===== config.mk =====
export PLATFORM = sky130hd
export DESIGN_NAME = adder_arbiter_seq
export DESIGN_NICKNAME = d
export VERILOG_FILES = /design/src/rtl/adder_arbiter_seq.sv
export SDC_FILE = /design/constraint.sdc
export NUM_CORES = 1
export LEC_CHECK = 0
export BUFFER_PORTS_ARGS = -buffer_cell sky130_fd_sc_hd__buf_2
export CAP_MARGIN = 40
export CORE_AREA = 4 4 92 129
export CTS_CLUSTER_DIAMETER = 100
export CTS_CLUSTER_SIZE = 14
export DETAILED_ROUTE_END_ITERATION = 10
export DIE_AREA = 0 0 96 133
export GPL_TIMING_DRIVEN = 0
export MAX_ROUTING_LAYER = met4
export PLACE_DENSITY_LB_ADDON = 0.12
export SKIP_CTS_REPAIR_TIMING = 1
export SYNTH_ARGS = -nofsm -noshare
export SYNTH_HDL_FRONTEND = slang
export SYNTH_SLANG_ARGS = --single-unit

===== constraint.sdc =====
create_clock -name clk -period 3.6 [get_ports clk]
set_input_delay 0.18 -clock clk [delete_from_list [all_inputs] [get_ports clk]]
set_output_delay 0.18 -clock clk [all_outputs]
set_load 0.02 [all_outputs]

===== src/rtl/adder_arbiter_seq.sv =====
// Two-requester sequential adder: a round-robin arbiter feeds one 8-bit adder
// slice that ripples the operand pair one byte per cycle, LSB first.
module adder_arbiter_seq #(
    parameter int NBYTES = 4
) (
    input  logic                clk,
    input  logic                rst,
    input  logic                req0_valid,
    input  logic                req1_valid,
    output logic                req0_ready,
    output logic                req1_ready,
    input  logic [8*NBYTES-1:0] req0_a,
    input  logic [8*NBYTES-1:0] req0_b,
    input  logic [8*NBYTES-1:0] req1_a,
    input  logic [8*NBYTES-1:0] req1_b,
    output logic                res_valid,
    input  logic                res_ready,
    output logic                res_id,
    output logic [8*NBYTES-1:0] res_sum,
    output logic                res_cout
);
    localparam int IW = (NBYTES > 1) ? $clog2(NBYTES) : 1;
    localparam logic [IW-1:0] LAST_IDX = IW'(NBYTES - 1);

    typedef enum logic [1:0] {
        IDLE,
        ADD,
        DONE
    } state_t;

    state_t                 state_q, state_d;
    logic [NBYTES-1:0][7:0] a_q, a_d;
    logic [NBYTES-1:0][7:0] b_q, b_d;
    logic [NBYTES-1:0][7:0] sum_q, sum_d;
    logic                   carry_q, carry_d;
    logic [IW-1:0]          idx_q, idx_d;
    logic                   id_q, id_d;
    logic                   last_q, last_d;
    logic                   grant0, grant1;
    logic [7:0]             sliceA, sliceB;
    logic [8:0]             sliceOut;

    // The single byte-wide adder; every byte of every operation goes through it.
    always_comb begin
        sliceA   = a_q[idx_q];
        sliceB   = b_q[idx_q];
        sliceOut = {1'b0, sliceA} + {1'b0, sliceB} + {8'd0, carry_q};
    end

    always_comb begin
        state_d = state_q;
        a_d     = a_q;
        b_d     = b_q;
        sum_d   = sum_q;
        carry_d = carry_q;
        idx_d   = idx_q;
        id_d    = id_q;
        last_d  = last_q;
        grant0  = 1'b0;
        grant1  = 1'b0;

        case (state_q)
            IDLE: begin
                // last_q names the previous winner, so a tie goes to the other one.
                if (req0_valid && (!req1_valid || last_q)) begin
                    grant0 = 1'b1;
                end else if (req1_valid) begin
                    grant1 = 1'b1;
                end
                if (grant0 || grant1) begin
                    a_d     = grant1 ? req1_a : req0_a;
                    b_d     = grant1 ? req1_b : req0_b;
                    idx_d   = '0;
                    carry_d = 1'b0;
                    id_d    = grant1;
                    last_d  = grant1;
                    state_d = ADD;
                end
            end
            ADD: begin
                sum_d[idx_q] = sliceOut[7:0];
                carry_d      = sliceOut[8];
                idx_d        = idx_q + IW'(1);
                if (idx_q == LAST_IDX) begin
                    state_d = DONE;
                end
            end
            DONE: begin
                if (res_ready) begin
                    state_d = IDLE;
                end
            end
            default: state_d = IDLE;
        endcase
    end

    always_ff @(posedge clk or posedge rst) begin
        if (rst) begin
            state_q <= IDLE;
            a_q     <= '0;
            b_q     <= '0;
            sum_q   <= '0;
            carry_q <= 1'b0;
            idx_q   <= '0;
            id_q    <= 1'b0;
            last_q  <= 1'b1;
        end else begin
            state_q <= state_d;
            a_q     <= a_d;
            b_q     <= b_d;
            sum_q   <= sum_d;
            carry_q <= carry_d;
            idx_q   <= idx_d;
            id_q    <= id_d;
            last_q  <= last_d;
        end
    end

    // Reset must hold both strobes low even though the state register already reads IDLE.
    assign req0_ready = grant0 & ~rst;
    assign req1_ready = grant1 & ~rst;
    assign res_valid  = (state_q == DONE);
    assign res_id     = id_q;
    assign res_sum    = sum_q;
    assign res_cout   = carry_q;

endmodule

==> flow_metrics.tcl <==
set metrics [dict create \
    die_h_um 133 \
    pre_cts_ws_ps 313 \
    dp_hpwl_um 10800 \
    clk_pin_slew_ps 70 \
    slew_viol_final 0 \
    synthCells 487 \
    setup_viol 0 \
    rr_worst_depth 11 \
    cpMaxStageDelayCell "fa_1" \
    cts_root_buf "clkbuf_16" \
    cts_tree "done" \
    reg2reg_setup_slack_ps 320 \
    synth_top_area_share_pct 48.5 \
    gr-usage-all-layers_pct 22.8 \
    critPathCaptureType "register" \
    dieArea_um2 12800 \
    tightest_slew_ps 750 \
    cp-startpoint "idx_q[0]" \
    worst-path-buf-inv 3 \
    grt.overflow.total 0 \
    die_w_um 96 \
    setup_ws_ps 321 \
    postSynth.topFlopCell "dfrtp_1" \
    critPathLaunchType "register" \
    core_um2 10800 \
    ys_seq_area_share_pct 49.0 \
    diodes 0 \
    worstReg2RegEnd "res_cout" \
    cts_max_path_buffers 2 \
    dp.cells 798 \
    ir_worst_vdd_mv 0.393 \
    synth_most_common_cell "dfrtp_1" \
    layout.nets 814 \
    fin_crit_ps 3280 \
    synth_edf_count 0 \
    violations "negative hold slack" \
    drt_first_pass_iters 4 \
    status "finished, violations left" \
    whs_ps -13.2 \
    pin_count 170 \
    grt_pass1_vias 4401 \
    drive_gt1_share_pct 34.2 \
    holdCritPathClass "primary input to async pin" \
    synth_warnings 0 \
    place_area_um2 6310 \
    synth_seq_cells 103 \
    gp_congestion 0.881 \
    grt_start_max_net_pins 63 \
    slowest_delay_ps 450 \
    p_per_area_nw_per_um2 1020 \
    area_delta_synth_final_pct 25.7 \
    routed-via-count 4224 \
    syn_area_um2 5260 \
    synth_top_cell_by_area "dfrtp_1" \
    floorplan.initialDensity_pct 48.9 \
    synthArstFlopShare_pct 100 \
    drc 0 \
    syn_area_per_cell_um2 10.8 \
    grt_pass1_wl_um 21500 \
    htreeDepth 3 \
    rows 45 \
    path_max_fanout 10 \
    routed_wirelength_um 13600 \
    slew_headroom_pct 50.0 \
    cts_inserted_buffers 9 \
    skew_ps 4.71 \
    r2r_start "idx_q[0]" \
    synth_nets 633 \
    insertion_delay_ps 340 \
    fin_cells 814 \
    antenna_found_initial 0 \
    critPathArrivalTime_ps 3510 \
    max_freq_mhz 305 \
    max_cap_viol_count 0 \
    synth_area_leaders "dfrtp_1, mux2i_1, mux4_2, nand2_1, o21ai_0" \
    crit_type "register to register" \
    p_leak_nw 3.28 \
    vias_per_cell 5.19 \
    worstPathRequired_ps 3830 \
    hold_viol 58 \
    io_buffers 169 \
    rsz0062_at_grt "false" \
    yosys-top-cells-count "dfrtp_1, nand2_1, mux2i_1" \
    post-route-period-util_pct 91.1 \
    ant_nets 0 \
    crit_family "buffers and inverters" \
    path_cells "buf_2 > buf_2 > mux4_2 > fa_1 > inv_1 > fa_1 > nor2b_1 > o31a_1 > nor2_4 > o21ai_1 > a31o_1" \
    post-route-cell-area_um2 6620 \
    dr.first_iter.drc_count 166 \
    cts_num_sinks 103 \
    detail_route.wl_per_cell_um 16.7 \
    synth_cell_type_count 46 \
]
[registers in the layout (all words and copies together), names as in the netlist]
name / count
res_cout: 1
state_q: 2
idx_q: 2
a_q: 32
res_id: 1
res_sum: 32
b_q: 32
last_q: 1
[how the worst max path moves through the flow]
stage                       to  slack, ps  cells after the start
finish                res_cout        320                     11
global route          res_cout        140                     11
CTS                   res_cout        290                     11
detailed placement    res_cout        310                     11
global placement    req0_ready       -440                      4
floorplan           req0_ready        520                      2
[where the power goes]
group,internal [mW],switching [mW],total [mW]
registers,1.74,0.292,2.04
clock network,0.611,0.406,1.02
logic,1.48,2.22,3.70
[stage by stage]
stage	total power, mW	util [%]	hold slack [ps]	setup TNS, ps
6_report	6.75	61.5	-13.2	0
5_1_grt	7.29	61.5	60.8	0
4_1_cts	6.81	61.5	1.84	0
3_5_place_dp	5.79	58.7	374	0
3_3_place_gp	5.66	58.4	401	-41880
2_1_floorplan	4.65	-	250	0
[layer usage]
layer	routed length, um	GRT usage [%]	part of all wire [%]	vias to the layer above
met5	0	-	0	-
met4	212	6.65	1.6	0
met3	681	3.36	5.0	13
met2	7460	40.1	55	124
met1	5220	26.5	38	2005
li1	-	-	-	2082
[cell usage in the layout (no fill, tap or decap), drive strengths merged]
cell type and n:
inv 9, mux4 16, nand2 93, or4 1
o21ai 97, nor3b 1, a211o 3, o31ai 1
and3 1, o21a 2, nor2b 2, o2111a 1
fa 2, mux2 8, a21oi 7, dfstp 1
a211oi 1, o211ai 1, ha 11, mux2i 67
buf 186, xor2 3, nor2 10, nand2b 4
a22o 1, dfrtp 102, xnor2 1, nor3 3
bufinv 2, o21bai 1, a31oi 1, or2b 1
nand3 2, o31a 1, a21o 1, clkinvlp 1
a31o 1, clkbuf 27
[cell type report]
cell class	instances	area, um^2
Buffer	30	163
Timing Repair Buffer	170	866
Fill cell	978	4140
Tap cell	141	176
Multi-Input combinational cell	345	2490
Sequential cell	103	2580
Inverter	9	36.3
Clock inverter	3	67.6
Clock buffer	13	240
[kinds of logic (layout without fill, tap and decap cells)]
family                     count (synthesis)  count (layout)  synth area share [%]
and+or+nand+nor                          118             118                  9.56
adders and majority gates                 13              13                  3.38
AOI/OAI and AO/OA                        119             119                  12.4
muxes                                     91              91                  21.3
DFF                                      103             103                  49.0
xor gates and xnor gates                   4               4                 0.666
buffers and inverters                     39             225                  3.73
Power figures use the tool's default switching activity.
